File: config.mk
export PLATFORM = sky130hd
export DESIGN_NAME = axi_wr_arbiter
export DESIGN_NICKNAME = d
export VERILOG_FILES = /design/src/rtl/axi_wr_arbiter.sv
export SDC_FILE = /design/constraint.sdc
export NUM_CORES = 1
export LEC_CHECK = 0
export CAP_MARGIN = 20
export CORE_ASPECT_RATIO = 1.2
export CORE_MARGIN = 8
export CORE_UTILIZATION = 45
export CTS_BUF_LIST = sky130_fd_sc_hd__clkbuf_16
export DETAILED_ROUTE_END_ITERATION = 7
export PLACE_DENSITY_LB_ADDON = 0.12
export SYNTH_ARGS = -nofsm -noshare
export SYNTH_HDL_FRONTEND = slang
export SYNTH_SLANG_ARGS = --single-unit
File: constraint.sdc
create_clock -name clk -period 10.1 [get_ports clk]
set_input_delay 2.02 -clock clk [delete_from_list [all_inputs] [get_ports clk]]
set_output_delay 2.02 -clock clk [all_outputs]
set_load 0.05 [all_outputs]
File: src/rtl/axi_wr_arbiter.sv
// Round-robin arbiter sharing one single-beat write engine among NUM_REQ requesters,
// with credit-limited issue, in-order completion routing and hang/spurious detection.
module axi_wr_arbiter #(
    parameter int NUM_REQ         = 4,
    parameter int AXI_DATA_WIDTH  = 32,
    parameter int AXI_ADDR_WIDTH  = 16,
    parameter int MAX_OUTSTANDING = 8,
    parameter int TIMEOUT_CYCLES  = 4096
) (
    input  logic                               clk,
    input  logic                               rst,
    input  logic [NUM_REQ-1:0]                 req_valid,
    output logic [NUM_REQ-1:0]                 req_ready,
    input  logic [NUM_REQ*AXI_ADDR_WIDTH-1:0]  req_addr,
    input  logic [NUM_REQ*AXI_DATA_WIDTH-1:0]  req_data,
    output logic [NUM_REQ-1:0]                 req_done,
    output logic                               wr_req,
    output logic [AXI_ADDR_WIDTH-1:0]          wr_addr,
    output logic [AXI_DATA_WIDTH-1:0]          wr_data,
    input  logic                               wr_done,
    output logic [$clog2(MAX_OUTSTANDING):0]   outstanding,
    output logic                               busy,
    output logic                               timeout_err,
    output logic                               spurious_err
);

    localparam int IDX_W = $clog2(NUM_REQ);
    localparam int PTR_W = (MAX_OUTSTANDING > 1) ? $clog2(MAX_OUTSTANDING) : 1;
    localparam int OUT_W = $clog2(MAX_OUTSTANDING) + 1;
    localparam int TMO_W = $clog2(TIMEOUT_CYCLES + 1);

    localparam logic [IDX_W-1:0] RR_LAST  = IDX_W'(NUM_REQ - 1);
    localparam logic [PTR_W-1:0] PTR_LAST = PTR_W'(MAX_OUTSTANDING - 1);
    localparam logic [OUT_W-1:0] MAX_OUT  = OUT_W'(MAX_OUTSTANDING);
    localparam logic [TMO_W-1:0] TMO_MAX  = TMO_W'(TIMEOUT_CYCLES);

    logic [IDX_W-1:0]          rr_q, rr_d;
    logic [OUT_W-1:0]          out_q, out_d;
    logic                      wr_req_q;
    logic [AXI_ADDR_WIDTH-1:0] wr_addr_q, wr_addr_d;
    logic [AXI_DATA_WIDTH-1:0] wr_data_q, wr_data_d;
    logic [NUM_REQ-1:0]        req_done_q, done_vec;
    logic [PTR_W-1:0]          wptr_q, wptr_d, rptr_q, rptr_d;
    logic [TMO_W-1:0]          tmo_q, tmo_d;
    logic                      timeout_q, timeout_d;
    logic                      spurious_q, spurious_d;

    // Tag queue: requester index of every issued-but-not-completed write, oldest at rptr.
    logic [IDX_W-1:0] tag_mem [MAX_OUTSTANDING];

    logic [IDX_W-1:0] winner, hi_idx, lo_idx, head_tag;
    logic             hi_found, any_valid, grant, accept, pop;

    // Descending scan leaves the lowest valid index at or above rr_q in hi_idx,
    // and the lowest valid index overall in lo_idx for the wrap-around case.
    always_comb begin
        hi_found  = 1'b0;
        hi_idx    = '0;
        lo_idx    = '0;
        any_valid = 1'b0;
        for (int i = NUM_REQ - 1; i >= 0; i--) begin
            if (req_valid[i]) begin
                any_valid = 1'b1;
                lo_idx    = IDX_W'(i);
                if (IDX_W'(i) >= rr_q) begin
                    hi_found = 1'b1;
                    hi_idx   = IDX_W'(i);
                end
            end
        end
        winner = hi_found ? hi_idx : lo_idx;
    end

    assign grant    = any_valid && (out_q < MAX_OUT) && !timeout_q;
    assign accept   = |(req_valid & req_ready);
    assign pop      = wr_done && (out_q != '0);
    assign head_tag = tag_mem[rptr_q];

    genvar gi;
    generate
        for (gi = 0; gi < NUM_REQ; gi++) begin : g_req
            assign req_ready[gi] = grant && (winner == IDX_W'(gi));
            assign done_vec[gi]  = pop && (head_tag == IDX_W'(gi));
        end
    endgenerate

    always_comb begin
        rr_d      = rr_q;
        wr_addr_d = wr_addr_q;
        wr_data_d = wr_data_q;
        wptr_d    = wptr_q;
        rptr_d    = rptr_q;
        out_d     = out_q;
        tmo_d     = tmo_q;

        if (accept) begin
            rr_d   = (winner == RR_LAST) ? '0 : winner + 1'b1;
            wptr_d = (wptr_q == PTR_LAST) ? '0 : wptr_q + 1'b1;
            for (int i = 0; i < NUM_REQ; i++) begin
                if (winner == IDX_W'(i)) begin
                    wr_addr_d = req_addr[i*AXI_ADDR_WIDTH +: AXI_ADDR_WIDTH];
                    wr_data_d = req_data[i*AXI_DATA_WIDTH +: AXI_DATA_WIDTH];
                end
            end
        end
        if (pop) begin
            rptr_d = (rptr_q == PTR_LAST) ? '0 : rptr_q + 1'b1;
        end

        case ({accept, pop})
            2'b10:   out_d = out_q + 1'b1;
            2'b01:   out_d = out_q - 1'b1;
            default: out_d = out_q;
        endcase

        // Counts cycles spent waiting on a completion; any completion restarts it.
        if (wr_done || (out_q == '0)) begin
            tmo_d = '0;
        end else if (tmo_q != TMO_MAX) begin
            tmo_d = tmo_q + 1'b1;
        end

        timeout_d  = timeout_q | (tmo_d == TMO_MAX);
        spurious_d = spurious_q | (wr_done && (out_q == '0));
    end

    always_ff @(posedge clk) begin
        if (rst) begin
            rr_q       <= '0;
            out_q      <= '0;
            wr_req_q   <= 1'b0;
            wr_addr_q  <= '0;
            wr_data_q  <= '0;
            req_done_q <= '0;
            wptr_q     <= '0;
            rptr_q     <= '0;
            tmo_q      <= '0;
            timeout_q  <= 1'b0;
            spurious_q <= 1'b0;
        end else begin
            rr_q       <= rr_d;
            out_q      <= out_d;
            wr_req_q   <= accept;
            wr_addr_q  <= wr_addr_d;
            wr_data_q  <= wr_data_d;
            req_done_q <= done_vec;
            wptr_q     <= wptr_d;
            rptr_q     <= rptr_d;
            tmo_q      <= tmo_d;
            timeout_q  <= timeout_d;
            spurious_q <= spurious_d;
        end
    end

    always_ff @(posedge clk) begin
        if (accept) begin
            tag_mem[wptr_q] <= winner;
        end
    end

    assign req_done     = req_done_q;
    assign wr_req       = wr_req_q;
    assign wr_addr      = wr_addr_q;
    assign wr_data      = wr_data_q;
    assign outstanding  = out_q;
    assign busy         = (out_q != '0) || wr_req_q;
    assign timeout_err  = timeout_q;
    assign spurious_err = spurious_q;

endmodule

---- Word level (Yosys, flattened, before mapping) ----
Memories as Yosys holds them, arrays and structs flattened. A register that Yosys moved wholly into a read port is not among the register bits.
Index checks and enable logic that the tools add are counted.
cells by class
  $add $sub $neg .......................... 6
  order comparisons ....................... 5
  eq/ne operators ......................... 12
  muxes and demuxes ....................... 43
  bitwise logic cells ..................... 3
  reduce and logical (&&, ||, !) cells .... 23
operators with widths
  kind                                                                                 count
  32-bit 2-to-1 mux                                                                    4
  16-bit 2-to-1 mux                                                                    4
  2-bit 2-to-1 mux                                                                     14
  13-bit 2-to-1 mux                                                                    2
  1-bit 2-to-1 mux                                                                     14
  13-bit by 1-bit adder with 13-bit output (second input constant)                     1
  13-bit equality test (second input constant)                                         1
  13-bit inequality test (second input constant)                                       1
  1-bit logical AND                                                                    12
  3-bit 2-to-1 mux                                                                     4
  2-bit equality test (second input constant)                                          5
  4-bit case mux with 2 select lines                                                   1
  4-bit nonzero test                                                                   2
  3-bit by 1-bit adder with 3-bit output (second input constant)                       2
  2-bit by 1-bit equality test with 1-bit output (second input constant)               3
  3-bit equality test (second input constant)                                          2
  4-bit by 1-bit adder with 4-bit output (second input constant)                       1
  4-bit bitwise AND                                                                    1
  1-bit by 2-bit greater-or-equal comparator with 1-bit output (first input constant)  2
  2-bit greater-or-equal comparator (first input constant)                             2
  2-bit logical NOT                                                                    2
  4-bit logical NOT                                                                    1
  4-bit < comparator (second input constant)                                           1
  4-bit OR reduction                                                                   1
  other kinds (7)                                                                      9
storage, ports and cells
  flip-flop bits (word level) ............. 80
  bits in writable memories ............... 16
  input bits .............................. 199
  output and inout bits ................... 64
  word-level logic and storage cells ...... 104
  memories ................................ 1
memories
  name     depth  bits a word  rd ports  clocked after Yosys merged registers in  wr ports  line  RTL
  tag_mem  8      2            1         1                                        1         49    logic [IDX_W-1:0] tag_mem [MAX_OUTSTANDING];

---- Longest topological paths before layout ----
  depth in word-level cells ............... 16
  mapped depth ............................ 19
  mapped depth without buffers ............ 16

---- Worst setup path after synthesis ----
Ideal clock, no wire load.
  path type ............................... input-to-output
  from .................................... input req_valid[2]
  to ...................................... output req_ready[3]
  arrival time ............................ 4.243 ns
  required time ........................... 8.080 ns
  setup slack ............................. 3.837 ns
  stages .................................. 8
  buffers on the path ..................... 3
  cells stage by stage .................... mux2i_1 nor2_1 nor3_1 ha_1 clkbuf_1 buf_2 buf_2 and2_1
between the ends
  longest elaborated chain between the ends .. 8
  elaborated cells between the ends (all ways) .. 21
  those cells by class .................... eq/ne: 1; mux: 17; reduce/logical: 3
RTL lines
  what                                                         line  RTL
  from (decl)                                                  12    input logic [NUM_REQ-1:0] req_valid,
  2-bit 2-to-1 mux / 1-bit 2-to-1 mux (equally long branches)  62    if (req_valid[i]) begin
  2-bit 2-to-1 mux / 1-bit 2-to-1 mux (equally long branches)  65    if (IDX_W'(i) >= rr_q) begin
  2-bit 2-to-1 mux / 1-bit 2-to-1 mux (equally long branches)  62
  2-bit 2-to-1 mux / 1-bit 2-to-1 mux (equally long branches)  65
  2-bit 2-to-1 mux / 1-bit 2-to-1 mux (equally long branches)  62
  2-bit 2-to-1 mux *                                           71    winner = hi_found ? hi_idx : lo_idx;
  net winner[0]                                                51    logic [IDX_W-1:0] winner, hi_idx, lo_idx, head_tag;
  2-bit equality test *                                        82    assign req_ready[gi] = grant && (winner == IDX_W'(gi));
  1-bit logical AND *                                          82
  to (decl)                                                    13    output logic [NUM_REQ-1:0] req_ready,
Mark *: on every way through the listed nets, which the timed path passes. The rest lies on a longest branch.

---- Final worst setup path ----
  from .................................... input req_valid[0]
  to ...................................... output req_ready[3]
between the ends
  longest elaborated chain between the ends .. 4
  elaborated cells between the ends (all ways) .. 9
  those cells by class .................... eq/ne: 1; mux: 5; reduce/logical: 3
RTL lines
  what                                                         line
  2-bit 2-to-1 mux / 1-bit 2-to-1 mux (equally long branches)  62
  2-bit 2-to-1 mux *                                           71
  net winner[1]                                                51
  2-bit equality test *                                        82
  1-bit logical AND *                                          82
Marks and branches as above.

==> results.py <==
metrics = {
    "die": {
        "rows": 44,
        "die_h_um": 138,
        "ioPinCount": 263,
        "core_mm2": 0.0121,
        "dieArea_mm2": 0.0163,
        "die_w_um": 118,
        "start_util_pct": 46.2,
    },
    "logic_synthesis": {
        "yosys.area.top_type": "dfxtp_1",
        "synth_sequential_area_ratio_pct": 38.3,
        "syn_avg_cell_area_um2": 8.99,
        "synth_top_area_share_pct": 29.7,
        "synth.distinct_cells": 50,
        "synth-edff-count": 16,
        "postSynthCellCount": 622,
        "async_reset_ff_share_pct": 0,
        "syn_area_mm2": 0.00559,
        "synth_seq_cells": 99,
        "synth_flop_cell": "dfxtp_1",
        "yosys_warnings": 0,
        "syn_nets": 835,
        "synthTopCellsByArea": "dfxtp_1 (30%), mux2i_1 (18%), edfxtp_1 (8.6%), a211oi_1 (6.6%), nor2_1 (5.4%)",
    },
    "clocking": {
        "clkLatencyLatePin_ps": 350,
        "cts_resized": 0,
        "postCtsHoldBufs": 0,
        "cts_setup_buffers": 0,
        "htreeDepth": 3,
        "cts_sinks": 99,
        "clk_pin_slew_worst_paths_ps": 70,
        "clk_path_buf_depth": 2,
        "cts_root_buf": "clkbuf_16",
        "cts_made_buffers": 9,
        "cts_tree": "yes",
    },
    "worst_setup_path": {
        "end_kind": "output port",
        "crit_path_max_fanout": 50,
        "critPathLaunchType": "primary input",
        "crit_type": "primary input to output port",
        "arrival_ps": 5040,
        "critPathRequiredTime_ps": 8080,
    },
    "sta": {
        "finalHoldViolCount": 0,
        "max_freq_mhz": 142,
        "setup_viol": 0,
        "skew_ps": 5.72,
        "finalMaxSlewViolations": 0,
        "tightestPinTransition_ps": 981,
        "period_minus_slack_ps": 7060,
        "holdWs_ps": 473,
        "rsz0062_at_grt": "no",
        "fin_tns_setup_ps": 0,
        "fin_crit_sh_pct": 69.9,
        "slew_headroom_pct": 34.6,
    },
    "power": {
        "power_density_mw_per_mm2": 260,
        "total_power_w": 0.00221,
        "p_leak_nw": 3.02,
        "peakVddDrop_mv": 0.159,
    },
    "drt": {
        "routedWlPerCell_um": 18.3,
        "via_per_inst": 5.23,
        "routed_wl_mm": 18.5,
        "ant_nets": 0,
        "drcViolationCount": 0,
        "dr.pass1.iters": 4,
        "drtIter0Drc": 288,
        "via_count": 5304,
    },
    "finish": {
        "diodes": 0,
        "final_net_count": 1062,
        "area_delta_synth_final_pct": 51.7,
        "final_cell_mix": "clkdlybuf4s50_1 (261), mux2i_1 (103), dfxtp_1 (83), nor2_1 (81), nand2_1 (66)",
        "drive_gt1_share_pct": 4.22,
        "layout_commonest_cell": "clkdlybuf4s50_1",
        "layoutNonFillerInstCount": 1015,
    },
    "placed_design": {
        "dp_cells": 999,
        "io_buffers": 262,
        "place_congestion": 0.869,
        "place_hpwl_mm": 15.0,
    },
    "grt": {
        "grt_pass1_vias": 5550,
        "grtUsageMet2_pct": 40.7,
        "antenna_found_initial": 0,
        "overflow": 0,
        "grt_max_degree": 104,
        "grt_util_met1_pct": 22.9,
        "grt_usage_pct": 22.3,
        "grt_pass1_wl_mm": 29.3,
        "top_usage_layer": "met2",
        "grt_util_met3_pct": 6.92,
    },
    "run": {
        "max_cap_viol_count": 0,
    },
    "min_path": {
        "hold_class": "flop to flop",
    },
    "outcome": {
        "outcome": "finished, final reports clean",
    },
}
synth_stat cells (2+ instances only):
cell type / n
o21a_1: 2
buf_2: 18
a22oi_1: 2
or3_1: 3
nand3_1: 6
dfxtp_1: 83
xor2_1: 8
a21oi_1: 16
nand2_1: 66
inv_1: 13
clkbuf_1: 20
buf_6: 2
nor2_1: 81
xnor2_1: 9
edfxtp_1: 16
and2_1: 5
or3_2: 2
nand2b_1: 2
ha_1: 13
buf_1: 4
a211oi_1: 49
nor3_1: 7
nor4b_1: 4
mux2i_1: 103
nor3b_1: 4
o21ai_0: 50
mux4_2: 4
buf_4: 4
nor4_1: 5
critical path, cell delays in order:
cell and delay [ps]:
clkdlybuf4s50_1 500, a21oi_1 190, o21a_1 120, o22a_1 380, ha_4 750, and2_1 230, clkdlybuf4s50_1 810
report_power, final:
part	internal [W]	switching [W]
clock network	0.000168	0.000156
logic	0.000476	0.000812
registers	0.000523	0.0000751
metrics by stage:
step	area (um2)	utilization (%)	setup slack [ps]
2_1_floorplan	5590	-	3840
3_3_place_gp	8210	67.8	3080
3_5_place_dp	8210	67.8	2890
4_1_cts	8490	70.1	2990
5_1_grt	8490	70.1	2750
6_report	8490	70.1	3040
flip-flops by register name, summed over array words and instances, names as in the netlist, named ones only:
name          count
wptr_q            3
rptr_q            3
wr_addr          16
wr_data          32
spurious_err      1
timeout_err       1
req_done          4
tag_mem          16
rr_q              2
outstanding       4
wr_req            1
tmo_q            13
final cells by class:
cell class	instances	area (um2)
fill	974	3620
sequential	99	2140
clock buffer	9	225
tap	161	201
multi-input combinational	460	3170
clock inverter	7	51.3
timing repair buffer	266	2650
inverter	13	48.8
per-layer routing:
layer / routed length [um] / vias up
li1: - / 2661
met1: 7010 / 2415
met2: 9660 / 197
met3: 1270 / 31
met4: 583 / 0
met5: 0 / -
path summary, 6_finish.rpt:
| check | startpoint | end | slack (ps) | cells past startpoint |
|---|---|---|---|---|
| setup reg to reg | rr_q[1] | outstanding[3] | 5100 | 16 |
| setup / recovery | req_valid[0] | req_ready[3] | 3040 | 7 |
| hold / removal | spurious_err | spurious_err | 470 | 2 |
| hold reg to reg | spurious_err | spurious_err | 470 | 2 |
cell families after synthesis:
| group | count (synthesis) | share of synthesized area [%] |
|---|---|---|
| AO/OA/AOI/OAI | 125 | 14.1 |
| AND/OR/NAND/NOR | 197 | 16.3 |
| multiplexers | 107 | 20.0 |
| buffers and inverters | 63 | 5.37 |
| XOR/XNOR | 17 | 2.66 |
| flip-flops | 99 | 38.3 |
| adder cells (fa/ha/maj) | 14 | 3.27 |
(Power assumes the default switching activity.)
